## src/rtl/pipo_arb_pkg.sv

```systemverilog
// Shared types and defaults for the PIPO load arbiter.
package pipo_arb_pkg;

  typedef enum logic {
    IDLE = 1'b0,
    HOLD = 1'b1
  } state_t;

  localparam int DEF_WIDTH       = 4;
  localparam int DEF_NREQ        = 4;
  localparam int DEF_HOLD_CYCLES = 2;

  // Index width for n requesters; never narrower than one bit.
  function automatic int ptr_width(input int n);
    return (n > 2) ? $clog2(n) : 1;
  endfunction

endpackage

```

## src/rtl/rr_pick.sv

```systemverilog
// Combinational masked round-robin picker: lowest set request at or above ptr,
// falling back to the lowest set request overall when none lie above ptr.
module rr_pick
  import pipo_arb_pkg::*;
#(
  parameter int NREQ = DEF_NREQ,
  parameter int PW   = ptr_width(DEF_NREQ)
) (
  input  logic [NREQ-1:0] req,
  input  logic [PW-1:0]   ptr,
  output logic [NREQ-1:0] grant,
  output logic [PW-1:0]   index,
  output logic            any
);

  logic [NREQ-1:0] mask;
  logic [NREQ-1:0] masked;
  logic [NREQ-1:0] sel;

  generate
    for (genvar gi = 0; gi < NREQ; gi++) begin : g_mask
      assign mask[gi] = (gi >= int'(ptr));
    end
  endgenerate

  assign masked = req & mask;
  assign sel    = (|masked) ? masked : req;
  assign any    = |req;

  // Scan downward so the last hit, i.e. the lowest index, wins.
  always_comb begin
    grant = '0;
    index = '0;
    for (int i = NREQ - 1; i >= 0; i--) begin
      if (sel[i]) begin
        grant    = '0;
        grant[i] = 1'b1;
        index    = PW'(i);
      end
    end
  end

endmodule

```

## src/rtl/pipo_load_arbiter.sv

```systemverilog
// Round-robin load/hold arbiter in front of a shared PIPO register.
// Optional build macro PIPO_ARB_PRIO0_EN gives requester 0 absolute priority.
module pipo_load_arbiter
  import pipo_arb_pkg::*;
#(
  parameter int WIDTH       = DEF_WIDTH,
  parameter int NREQ        = DEF_NREQ,
  parameter int HOLD_CYCLES = DEF_HOLD_CYCLES
) (
  input  logic                      clk,
  input  logic                      reset,
  input  logic [NREQ-1:0]           req,
  input  logic [NREQ*WIDTH-1:0]     din,
  output logic [NREQ-1:0]           ack,
  output logic [WIDTH-1:0]          q,
  output logic                      q_valid,
  output logic [$clog2(NREQ)-1:0]   owner,
  output logic                      busy
);

  localparam int PW = $clog2(NREQ);
  localparam int CW = (HOLD_CYCLES > 1) ? $clog2(HOLD_CYCLES) : 1;

  state_t          state_reg;
  logic [PW-1:0]   ptr_reg;
  logic [CW-1:0]   cnt_reg;

  logic [NREQ-1:0] pick_req;
  logic [NREQ-1:0] rr_grant;
  logic [PW-1:0]   rr_idx;
  logic            rr_any;

  logic [NREQ-1:0] win_grant;
  logic [PW-1:0]   win_idx;
  logic            win_any;
  logic            prio_hit;

`ifdef PIPO_ARB_PRIO0_EN
  // Requester 0 bypasses the rotation; the rest rotate among themselves.
  assign pick_req  = {req[NREQ-1:1], 1'b0};
  assign prio_hit  = req[0];
  assign win_any   = req[0] | rr_any;
  assign win_idx   = req[0] ? '0 : rr_idx;
  assign win_grant = req[0] ? {{(NREQ-1){1'b0}}, 1'b1} : rr_grant;
`else
  assign pick_req  = req;
  assign prio_hit  = 1'b0;
  assign win_any   = rr_any;
  assign win_idx   = rr_idx;
  assign win_grant = rr_grant;
`endif

  rr_pick #(
    .NREQ (NREQ),
    .PW   (PW)
  ) u_pick (
    .req   (pick_req),
    .ptr   (ptr_reg),
    .grant (rr_grant),
    .index (rr_idx),
    .any   (rr_any)
  );

  always_ff @(posedge clk or negedge reset) begin
    if (!reset) begin
      state_reg <= IDLE;
      ptr_reg   <= '0;
      cnt_reg   <= '0;
      ack       <= '0;
      q         <= '0;
      q_valid   <= 1'b0;
      owner     <= '0;
      busy      <= 1'b0;
    end else begin
      ack <= '0;
      case (state_reg)
        IDLE: begin
          q_valid <= 1'b0;
          busy    <= 1'b0;
          if (win_any) begin
            q         <= din[int'(win_idx)*WIDTH +: WIDTH];
            ack       <= win_grant;
            owner     <= win_idx;
            cnt_reg   <= CW'(HOLD_CYCLES - 1);
            q_valid   <= 1'b1;
            busy      <= 1'b1;
            state_reg <= HOLD;
            if (!prio_hit) begin
              ptr_reg <= (win_idx == PW'(NREQ - 1)) ? '0 : win_idx + 1'b1;
            end
          end
        end
        HOLD: begin
          if (cnt_reg != '0) begin
            cnt_reg <= cnt_reg - 1'b1;
          end else begin
            state_reg <= IDLE;
            q_valid   <= 1'b0;
            busy      <= 1'b0;
          end
        end
        default: state_reg <= IDLE;
      endcase
    end
  end

endmodule

```

## config.mk

```make
export PLATFORM = sky130hd
export DESIGN_NAME = pipo_load_arbiter
export DESIGN_NICKNAME = d
export VERILOG_FILES = /design/src/rtl/pipo_arb_pkg.sv /design/src/rtl/rr_pick.sv /design/src/rtl/pipo_load_arbiter.sv
export SDC_FILE = /design/constraint.sdc
export NUM_CORES = 1
export LEC_CHECK = 0
export CAP_MARGIN = 20
export CORE_MARGIN = 4
export CORE_UTILIZATION = 45
export CTS_CLUSTER_SIZE = 14
export DETAILED_ROUTE_END_ITERATION = 12
export PLACE_DENSITY = 0.87
export SETUP_SLACK_MARGIN = 0.4
export SYNTH_ARGS = -nofsm -noshare
export SYNTH_HDL_FRONTEND = slang
export SYNTH_SLANG_ARGS = --single-unit
```

## constraint.sdc

```tcl
create_clock -name clk -period 2.87 [get_ports clk]
set_input_delay 0.861 -clock clk [delete_from_list [all_inputs] [get_ports clk]]
set_output_delay 0.861 -clock clk [all_outputs]
set_load 0.02 [all_outputs]
```

# After elaboration in Yosys (flattened, before gate mapping)
# Index checks and enable logic that the tools add are counted.
[word_totals]
elab_cells = 41
output_inout_bits = 12
inputBits = 22
register_bits = 15
[op_classes]
bitwise_logic = 2
eq_ne = 3
n_shift = 1
magnitude_cmp = 3
addsub = 2
n_reduce_logical = 3
mux = 20
[op_table]
columns = ["op", "count"]
rows = [
  ["$mux 4", 7],
  ["$shiftx 16x5->4", 1],
  ["$mux 2", 5],
  ["$reduce_or 4->1", 2],
  ["$pmux 1 s2", 3],
  ["$mux 1", 5],
  ["$and 4x4->4", 1],
  ["$ge 1x2->1 const A", 2],
  ["$ne 2x2->1 const B", 2],
  ["$add 2x1->2 const B", 1],
  ["$eq 2x2->1 const B", 1],
  ["$ge 2x2->1 const A", 1],
  ["$reduce_and 2->1", 1],
  ["$not 1->1", 1],
  ["$sub 1x1->1 const B", 1],
]

# Logic depth before layout (Yosys ltp)
# Gate-level depths: netlist of run 1.
[logic_depth]
ltp_word = 10
ltp_mapped = 7
depth_no_buf = 5

# By module
# Synthesis of run 1 repeated with hierarchy kept, for this count alone.
[unflattened]
cells_unflattened = 75
hier_area_um2 = 899.6
[by_module_without_submodules]
columns = ["mod", "n_inst", "seq_area_each_um2", "cells_per_inst", "area_per_inst_um2"]
rows = [
  ["pipo_load_arbiter", 1, 375.4, 42, 671.9],
  ["rr_pick", 1, 0.0, 33, 227.7],
]

# Worst setup path after synthesis of run 1
# No wires, ideal clock.
[synth_timing]
path_kind = "input to register"
startpoint = "input port req[1]"
endpoint = "register q[0]"
path_stages = 7
arrival_ps = 1931
required_time_ps = 2740
slack_ps = 809
setup_time_ps = 130
n_path_buf = 2
cell_sequence = "buf_4 or3b_1 o221ai_2 buf_8 mux2i_1 o2bb2ai_1 a21oi_1"
[synth_between]
elab_chain_cells = 8
word_cells_on_any_way = 10
cone_classes = "shift: 1; mux: 5; bitwise: 1; reduce/logical: 3"
[synth_lines]
columns = ["element", "line", "source"]
rows = [
  ["from (decl)", "pipo_load_arbiter.sv:12", "input logic [NREQ-1:0] req,"],
  ["$and 4x4->4", "rr_pick.sv:26", "assign masked = req & mask;"],
  ["$reduce_or 4->1", "rr_pick.sv:27", "assign sel = (|masked) ? masked : req;"],
  ["$mux 4", "rr_pick.sv:27", ""],
  ["$mux 2 (4 in series)", "rr_pick.sv:35", "if (sel[i]) begin"],
  ["$shiftx 16x5->4", "pipo_load_arbiter.sv:81", "q <= din[int'(win_idx)*WIDTH +: WIDTH];"],
  ["to (signal assigned)", "pipo_load_arbiter.sv:81", ""],
  ["to (decl)", "pipo_load_arbiter.sv:15", "output logic [WIDTH-1:0] q,"],
]
# Several ways; a longest one is shown, not always the timed one.
# A chain may end at the register's enable or synchronous reset.

# Worst setup path after layout of run 1
[layout_timing]
startpoint = "input port req[3]"
endpoint = "register q[1]"
# Same word-level chain as after synthesis.

==> reports/metrics.json, run 1 <==
{
  "synthDominantAreaCellType": "sky130_fd_sc_hd__dfrtp_1",
  "async_reset_ff_share_pct": 100.0,
  "max_slew.worst_pin.slew_ns": 0.6654,
  "post-layout-total-power_mw": 1.181,
  "route.vias.total": 805,
  "yosysSeqAreaShare_pct": 44.31,
  "cp_cell_sequence": "clkdlybuf4s50_1 > o21a_1 > o22ai_1 > a221oi_4 > o2bb2ai_1 > a21oi_1",
  "final_layout_size_suffix_gt1_share_pct": 10.74,
  "clock_sink_count": 15,
  "tcrit_tclk_final_pct": 82.78,
  "antenna_found_initial": 0,
  "fp.dieArea_mm2": 0.002640,
  "floorplan.core_area_mm2": 0.001764,
  "peakVddDrop_mv": 0.5796,
  "top_regs": "ack: 4 flops, q: 4 flops",
  "power.switching_uw": 489.4,
  "hold-path-cell-count": 1,
  "port-buffer-count": 33,
  "design.final.nets": 144,
  "max_freq_mhz": 420.9,
  "detail-route-antenna-nets": 0,
  "worst-r2r-setup-slack_ns": 0.99,
  "die_height_um": 51.39,
  "io_pins": 34,
  "drt-vias-per-instance": 5.514,
  "area_growth_pct": 49.33,
  "timing.critical_path.from_type": "primary input",
  "worst_skew_pair.late_latency_ns": 0.28,
  "synth.area.top_cells": "sky130_fd_sc_hd__dfrtp_1 44%, sky130_fd_sc_hd__mux2i_1 11%, sky130_fd_sc_hd__a21oi_1 6.5%",
  "run_status": "finished clean",
  "timing.critical_path.buf_inv": 1,
  "cp.depth": 6,
  "dpl_wire_length_um": 1677,
  "criticalPathCategory": "primary input to flip-flop",
  "detailedRoute.firstPassIterationCount": 4,
  "ys_warns": 0,
  "tritoncts": "done",
  "max-clock-path-buffers": 2,
  "syn-num-nets": 106,
  "post_synth_inst_count": 84,
  "hold_violations": 0,
  "cpPeakStageDelay_ns": 0.70,
  "portion_of_total_power_attributed_to_the_clock_network_pct": 10.0,
  "share_comb_of_total_power_pct": 57.1,
  "cp_max_fo": 9,
  "maxSlewViolCount": 0,
  "ctsRootBufferMaster": "sky130_fd_sc_hd__clkbuf_4",
  "cp.required_ns": 3.03,
  "first_pass_grt_wire_length_um": 3767,
  "powerDensity_mw_per_mm2": 934.0,
  "dr_wl_met2_um": 1246,
  "unrepaired_setup_endpoints_after_global_routing": "false",
  "grt_start_max_net_pins": 16,
  "detail_route.wirelength_um": 2398,
  "timing.slew.headroom_pct": 55.50,
  "crit_family": "compound AO/OA/AOI/OAI gates",
  "clk_pin_slew_ns": 0.08,
  "dr_wl_met3_um": 56,
  "p_leak_nw": 0.5755,
  "post_synth_instance_area_um2": 847.1,
  "setup-violations-final": 0,
  "timing.final.crit_period_ns": 2.376,
  "p_sw_share_pct": 41.42,
  "r2r.worst_path.cells": 6,
  "n_antenna_cell": 0,
  "htreeDepth": 1,
  "synth_largest_type_area_fraction_pct": 44.31,
  "drt_iter0_markers": 20,
  "cp.arrival_ns": 2.54,
  "pre_cts_slack_ns": -0.004645,
  "cts_buffers": 3,
  "timing.hold.worst.class": "flip-flop to flip-flop",
  "top_layer": "met4",
  "finish.utilization_pct": 71.70,
  "placement_rows": 15,
  "synth_enable_flop_cells": 0,
  "final_critical_path_setup_slack_ns": 0.4941,
  "wire_per_inst_um": 16.42,
  "number_of_distinct_library_cell_variants_in_the_gate_level_netlist_after_synthesis": 26,
  "first_global_vias": 813,
  "grt_usage_pct": 19.56,
  "initial_utilization_pct": 48.01,
  "cp_max_delay_cell": "sky130_fd_sc_hd__clkdlybuf4s50_1",
  "cellInternalPower_uw": 692.1,
  "sequentialPowerShare_pct": 32.9,
  "gp_congestion": 0.9111,
  "postSynthRegisterBits": 15,
  "grt_overflow_total": 0,
  "maxCapViolations": 0,
  "m1WireLength_um": 1002,
  "die_width_um": 51.39,
  "detail_route.drc_violations": 0,
  "synth_top_flop_cell": "sky130_fd_sc_hd__dfrtp_1",
  "crit_path_end_kind": "flip-flop",
  "post_synth.cell_area_avg_um2": 10.08,
  "skew_ns": 0.004228
}
## synthesized netlist by cell type (2+ instances only)
cell,number
sky130_fd_sc_hd__inv_1,2
sky130_fd_sc_hd__nand2_1,7
sky130_fd_sc_hd__mux2i_1,9
sky130_fd_sc_hd__a21o_1,4
sky130_fd_sc_hd__nor3b_1,2
sky130_fd_sc_hd__o21a_1,3
sky130_fd_sc_hd__dfrtp_1,15
sky130_fd_sc_hd__nor2_1,6
sky130_fd_sc_hd__a21oi_1,11
sky130_fd_sc_hd__buf_2,4
sky130_fd_sc_hd__o2bb2ai_1,4
sky130_fd_sc_hd__buf_4,3
## kinds of logic after synthesis
kind of cell	synth area share, %
flops	44.31
mux	10.64
compound gates	27.33
buf+inv	7.681
simple gates	10.05
## stage by stage
step	instance area, µm²	instances	hold WS [ns]	TNS, ns
2_1_floorplan	847.1	84	0.4692	0
3_3_place_gp	1174	137	0.4658	0
3_5_place_dp	1174	137	0.4690	-0.007653
4_1_cts	1211	141	0.4936	0
5_1_grt	1265	146	0.5234	0
6_report	1265	146	0.4859	0
## routing by layer
| layer | vias to the layer above | track usage [%] |
|---|---|---|
| met2 | 21 | 32.84 |
| met5 | - | 0 |
| met3 | 10 | 3.499 |
| met1 | 396 | 22.78 |
| li1 | 378 | - |
| met4 | 0 | 12.23 |
## power by group through the flow
stage	logic [mW]	registers [mW]	clock network (mW)
2_1_floorplan	0.332	0.436	0
3_3_place_gp	0.590	0.380	0
3_5_place_dp	0.610	0.388	0
4_1_cts	0.624	0.386	0.123
5_1_grt	0.731	0.399	0.136
6_report	0.675	0.389	0.118
## cells in the final DEF, fill, tap and decap left out, types with 2 or more instances in the layout
cell	count
sky130_fd_sc_hd__dlymetal6s2s_1	2
sky130_fd_sc_hd__a21o_1	4
sky130_fd_sc_hd__nor3b_1	2
sky130_fd_sc_hd__clkdlybuf4s50_1	31
sky130_fd_sc_hd__dfrtp_1	15
sky130_fd_sc_hd__o21a_1	3
sky130_fd_sc_hd__inv_1	2
sky130_fd_sc_hd__buf_4	8
sky130_fd_sc_hd__nand2_1	7
sky130_fd_sc_hd__a21oi_1	11
sky130_fd_sc_hd__o2bb2ai_1	4
sky130_fd_sc_hd__mux2i_1	9
sky130_fd_sc_hd__nor2_1	6
sky130_fd_sc_hd__clkbuf_4	3
## path summary, 6_finish.rpt
path                                 start  endpoint
worst min register to register    owner[1]  owner[1]
min in group asynchronous            reset  owner[1]
worst min-delay path              owner[1]  owner[1]
max in group asynchronous            reset   cnt_reg
worst max-delay path                req[3]      q[1]
worst max register to register  ptr_reg[1]      q[1]
## cell type report
type                    instances  area [µm²]
fillers                       138       499.2
multi-input cells              59       429.2
repair buffers                 41       395.4
flip-flops and latches         15       375.4
well taps                      25       31.28
clock buffers                   4       26.28
inverters                       2       7.507
## timing repair
action                                  CTS  global route
resized for setup                         1             3
hold buffers                              0             0
endpoints found under the hold margin     0             0
setup buffers                             0             5
pin swaps                                 0             2
endpoints found under the setup margin    4             4
Power figures use the tool's default switching activity.
==> run 2: changes to the inputs <==
- CORE_UTILIZATION: 45 -> 38
- PLACE_DENSITY: 0.87 -> 0.79
- clock period: 2.87 -> 1.96 ns (I/O delays scaled with it)
==> run 2 against run 1 <==
Compared with the run above:
- combinational power rose by 60%
- sequential share of layout area fell by 1.4 points
- clock skew fell by 0.0019 ns
- non-clock buffer count up 14
- critical endpoint is now q[2]
- hold slack better by 0.0067 ns
- count of clock-buffer cells in the layout is 1 lower
- largest power group unchanged
- highest routed layer unchanged
- largest cell class unchanged
- via count grew 10%
- total power rose by 53%
- clock power grew 52%
- cell area grew 5.7%
- die area increased by 15%
==> reports/metrics.json, run 2 (synthesis gave the netlist of run 1 again) <==
{
  "cellInternalPower": {"value": 1.037, "unit": "mW", "change": "was 692.1 µW"},
  "grt_usage": {"value": 16.86, "unit": "%", "change": "was 19.56%"},
  "design.final.nets": {"value": 159, "change": "was 144"},
  "die_width": {"value": 55.22, "unit": "µm", "change": "was 51.39 µm"},
  "dpl_wire_length": {"value": 1744, "unit": "µm", "change": "was 1677 µm"},
  "fin_setup_tns": {"value": 0, "unit": "ns", "change": "unchanged"},
  "grtUsageMet2": {"value": 28.38, "unit": "%", "change": "was 32.84%"},
  "tritoncts": {"value": "done", "change": "unchanged"},
  "detailedRoute.firstPassIterationCount": {"value": 5, "change": "was 4"},
  "groute.layer.met3.usage": {"value": 3.963, "unit": "%", "change": "was 3.499%"},
  "sequentialPowerShare": {"value": 30.4, "unit": "%", "change": "was 32.9%"},
  "r2r.worst_path.cells": {"value": 7, "change": "was 6"},
  "grt_start_max_net_pins": {"value": 16, "change": "unchanged"},
  "first_pass_grt_wire_length": {"value": 4146, "unit": "µm", "change": "was 3767 µm"},
  "ctsRootBufferMaster": {"value": "sky130_fd_sc_hd__clkbuf_4", "change": "unchanged"},
  "p_sw_share": {"value": 42.81, "unit": "%", "change": "was 41.42%"},
  "hold_violations": {"value": 0, "change": "unchanged"},
  "timing.critical_path.from_type": {"value": "primary input", "change": "unchanged"},
  "worst_skew_pair.late_latency": {"value": 0.28, "unit": "ns", "change": "about the same"},
  "crit_path_end_kind": {"value": "flip-flop", "change": "unchanged"},
  "tcrit_tclk_final_pct": 80.66,
  "criticalPathCategory": {"value": "primary input to flip-flop", "change": "unchanged"},
  "fp.dieArea": {"value": 0.003049, "unit": "mm²", "change": "was 0.002640 mm²"},
  "setup-violations-final": {"value": 0, "change": "unchanged"},
  "top_regs": {"value": "ack: 4 flops, q: 4 flops", "change": "unchanged"},
  "clk_pin_slew": {"value": 0.10, "unit": "ns", "change": "was 0.08 ns"},
  "use_met1": {"value": 19.80, "unit": "%", "change": "was 22.78%"},
  "detail-route-antenna-nets": {"value": 0, "change": "unchanged"},
  "place_inst": {"value": 151, "change": "was 137"},
  "timing.hold.worst.class": {"value": "flip-flop to flip-flop", "change": "unchanged"},
  "share_comb_of_total_power": {"value": 59.7, "unit": "%", "change": "was 57.1%"},
  "detailed_place.area": {"value": 0.001266, "unit": "mm²", "change": "was 0.001174 mm²"},
  "peakVddDrop": {"value": 0.9420, "unit": "mV", "change": "was 0.5796 mV"},
  "placement_rows": {"value": 16, "change": "was 15"},
  "detail_route.drc_violations": {"value": 0, "change": "unchanged"},
  "drt_iter0_markers": {"value": 12, "change": "was 20"},
  "final_layout_size_suffix_gt1_share": {"value": 38.97, "unit": "%", "change": "was 10.74%"},
  "cp.required": {"value": 2.13, "unit": "ns", "change": "was 3.03 ns"},
  "final_common_cell": {"value": "sky130_fd_sc_hd__buf_4", "change": "was sky130_fd_sc_hd__clkdlybuf4s50_1"},
  "clock_sink_count": {"value": 15, "change": "unchanged"},
  "floorplan.core_area": {"value": 0.002042, "unit": "mm²", "change": "was 0.001764 mm²"},
  "final_area": {"value": 0.001338, "unit": "mm²", "change": "was 0.001265 mm²"},
  "skew": {"value": 0.002369, "unit": "ns", "change": "was 0.004228 ns"},
  "grt_overflow_total": {"value": 0, "change": "unchanged"},
  "power.switching": {"value": 776.1, "unit": "µW", "change": "was 489.4 µW"},
  "detail_route.wirelength": {"value": 2610, "unit": "µm", "change": "was 2398 µm"},
  "port-buffer-count": {"value": 33, "change": "unchanged"},
  "hold-path-cell-count": {"value": 1, "change": "unchanged"},
  "n_antenna_cell": {"value": 0, "change": "unchanged"},
  "max-clock-path-buffers": {"value": 2, "change": "unchanged"},
  "die_height": {"value": 55.22, "unit": "µm", "change": "was 51.39 µm"},
  "max_slew.worst_pin.slew": {"value": 0.3154, "unit": "ns", "change": "was 0.6654 ns"},
  "io_pins": {"value": 34, "change": "unchanged"},
  "gp_congestion": {"value": 0.9390, "change": "was 0.9111"},
  "antenna_found_initial": {"value": 0, "change": "unchanged"},
  "cp.arrival": {"value": 1.76, "unit": "ns", "change": "was 2.54 ns"},
  "drt-vias-per-instance": {"value": 5.454, "change": "was 5.514"},
  "maxSlewViolCount": {"value": 0, "change": "unchanged"},
  "cts_hold_buf": {"value": 0, "change": "unchanged"},
  "unrepaired_setup_endpoints_after_global_routing": {"value": "true", "change": "was false"},
  "first_global_vias": {"value": 941, "change": "was 813"},
  "cts_buffers": {"value": 3, "change": "unchanged"},
  "initial_utilization": {"value": 41.48, "unit": "%", "change": "was 48.01%"},
  "layout.cells.non_filler": {"value": 163, "change": "was 146"},
  "hold_slack": {"value": 0.4926, "unit": "ns", "change": "was 0.4859 ns"},
  "portion_of_total_power_attributed_to_the_clock_network": {"value": 9.9, "unit": "%", "change": "was 10.0%"},
  "gr-max-usage-layer": {"value": "met2", "change": "unchanged"},
  "wire_per_inst": {"value": 16.01, "unit": "µm", "change": "was 16.42 µm"},
  "timing.slew.headroom": {"value": 78.55, "unit": "%", "change": "was 55.50%"},
  "cp_max_fo": {"value": 8, "change": "was 9"},
  "most-common-layout-cells": {"value": "19 x sky130_fd_sc_hd__buf_4, 17 x sky130_fd_sc_hd__clkdlybuf4s50_1, 13 x sky130_fd_sc_hd__dfrtp_1", "change": "was 31 x sky130_fd_sc_hd__clkdlybuf4s50_1, 15 x sky130_fd_sc_hd__dfrtp_1, 11 x sky130_fd_sc_hd__a21oi_1"},
  "area_growth": {"value": 57.90, "unit": "%", "change": "was 49.33%"},
  "route.vias.total": {"value": 889, "change": "was 805"},
  "maxCapViolations": {"value": 0, "change": "unchanged"},
  "fillerInstances": {"value": 176, "change": "was 138"},
  "post-layout-total-power": {"value": 1.813, "unit": "mW", "change": "was 1.181 mW"},
  "max_freq_mhz": 632.5,
  "timing.final.crit_period_ns": 1.581,
  "run_status": {"value": "finished clean", "change": "unchanged"},
  "p_leak": {"value": 0.6432, "unit": "nW", "change": "was 0.5755 nW"},
  "htreeDepth": {"value": 1, "change": "unchanged"},
  "powerDensity": {"value": 1355, "unit": "mW/mm²", "change": "was 934.0 mW/mm²"}
}
[run 2: worst max-delay path, cell delays in order]
cell and delay [ns]:
sky130_fd_sc_hd__buf_2 0.23, sky130_fd_sc_hd__o21a_1 0.19, sky130_fd_sc_hd__o22ai_2 0.10, sky130_fd_sc_hd__a221oi_2 0.28
sky130_fd_sc_hd__buf_4 0.19, sky130_fd_sc_hd__o2bb2ai_1 0.12, sky130_fd_sc_hd__a21oi_1 0.06
[run 2: worst paths after layout]
kind | start | slack (ns) | to
max in group asynchronous | reset | 1.17 | ptr_reg[1]
hold reg to reg | owner[1] | 0.49 | owner[1]
hold / removal | owner[1] | 0.49 | owner[1]
setup / recovery | req[3] | 0.38 | q[2]
setup reg to reg | ptr_reg[1] | 0.40 | q[2]
min in group asynchronous | reset | 0.61 | q[1]
[run 2: power by group through the flow]
stage	Clock (mW)	Sequential, mW	Combinational [mW]
5_1_grt	0.197	0.565	1.17
2_1_floorplan	0	0.638	0.487
3_5_place_dp	0	0.546	0.992
3_3_place_gp	0	0.540	0.960
4_1_cts	0.181	0.560	1.01
6_report	0.179	0.552	1.08
[run 2: final cells by class]
type | instances | area, µm² | share of cell area (%)
multi-input combinational | 60 | 457.9 | 34.24
timing repair buffer | 55 | 432.9 | 32.37
sequential | 15 | 377.9 | 28.25
tap | 27 | 33.78 | 2.526
clock buffer | 3 | 22.52 | 1.684
inverter | 2 | 7.507 | 0.5613
clock inverter | 1 | 5.005 | 0.3742
[run 2: per-layer routing]
layer | wire (µm) | vias up
met1 | 1059 | 435
met4 | 14 | 0
li1 | - | 411
met2 | 1386 | 41
met5 | 0 | -
met3 | 150 | 2
[run 2: stage by stage]
stage          setup slack [ns]  utilization [%]
2_1_floorplan            0.1813                -
3_3_place_gp            -0.3564            62.01
3_5_place_dp            -0.4374            62.01
4_1_cts                  0.3998            65.81
5_1_grt                  0.3180            65.50
6_report                 0.3790            65.50
[run 2: what timing repair did]
action	4_1_cts	5_1_grt
buffers inserted	2	5
gates resized for setup	53	17
setup endpoints to repair	27	16
pin swaps	4	2
cloned	1	0
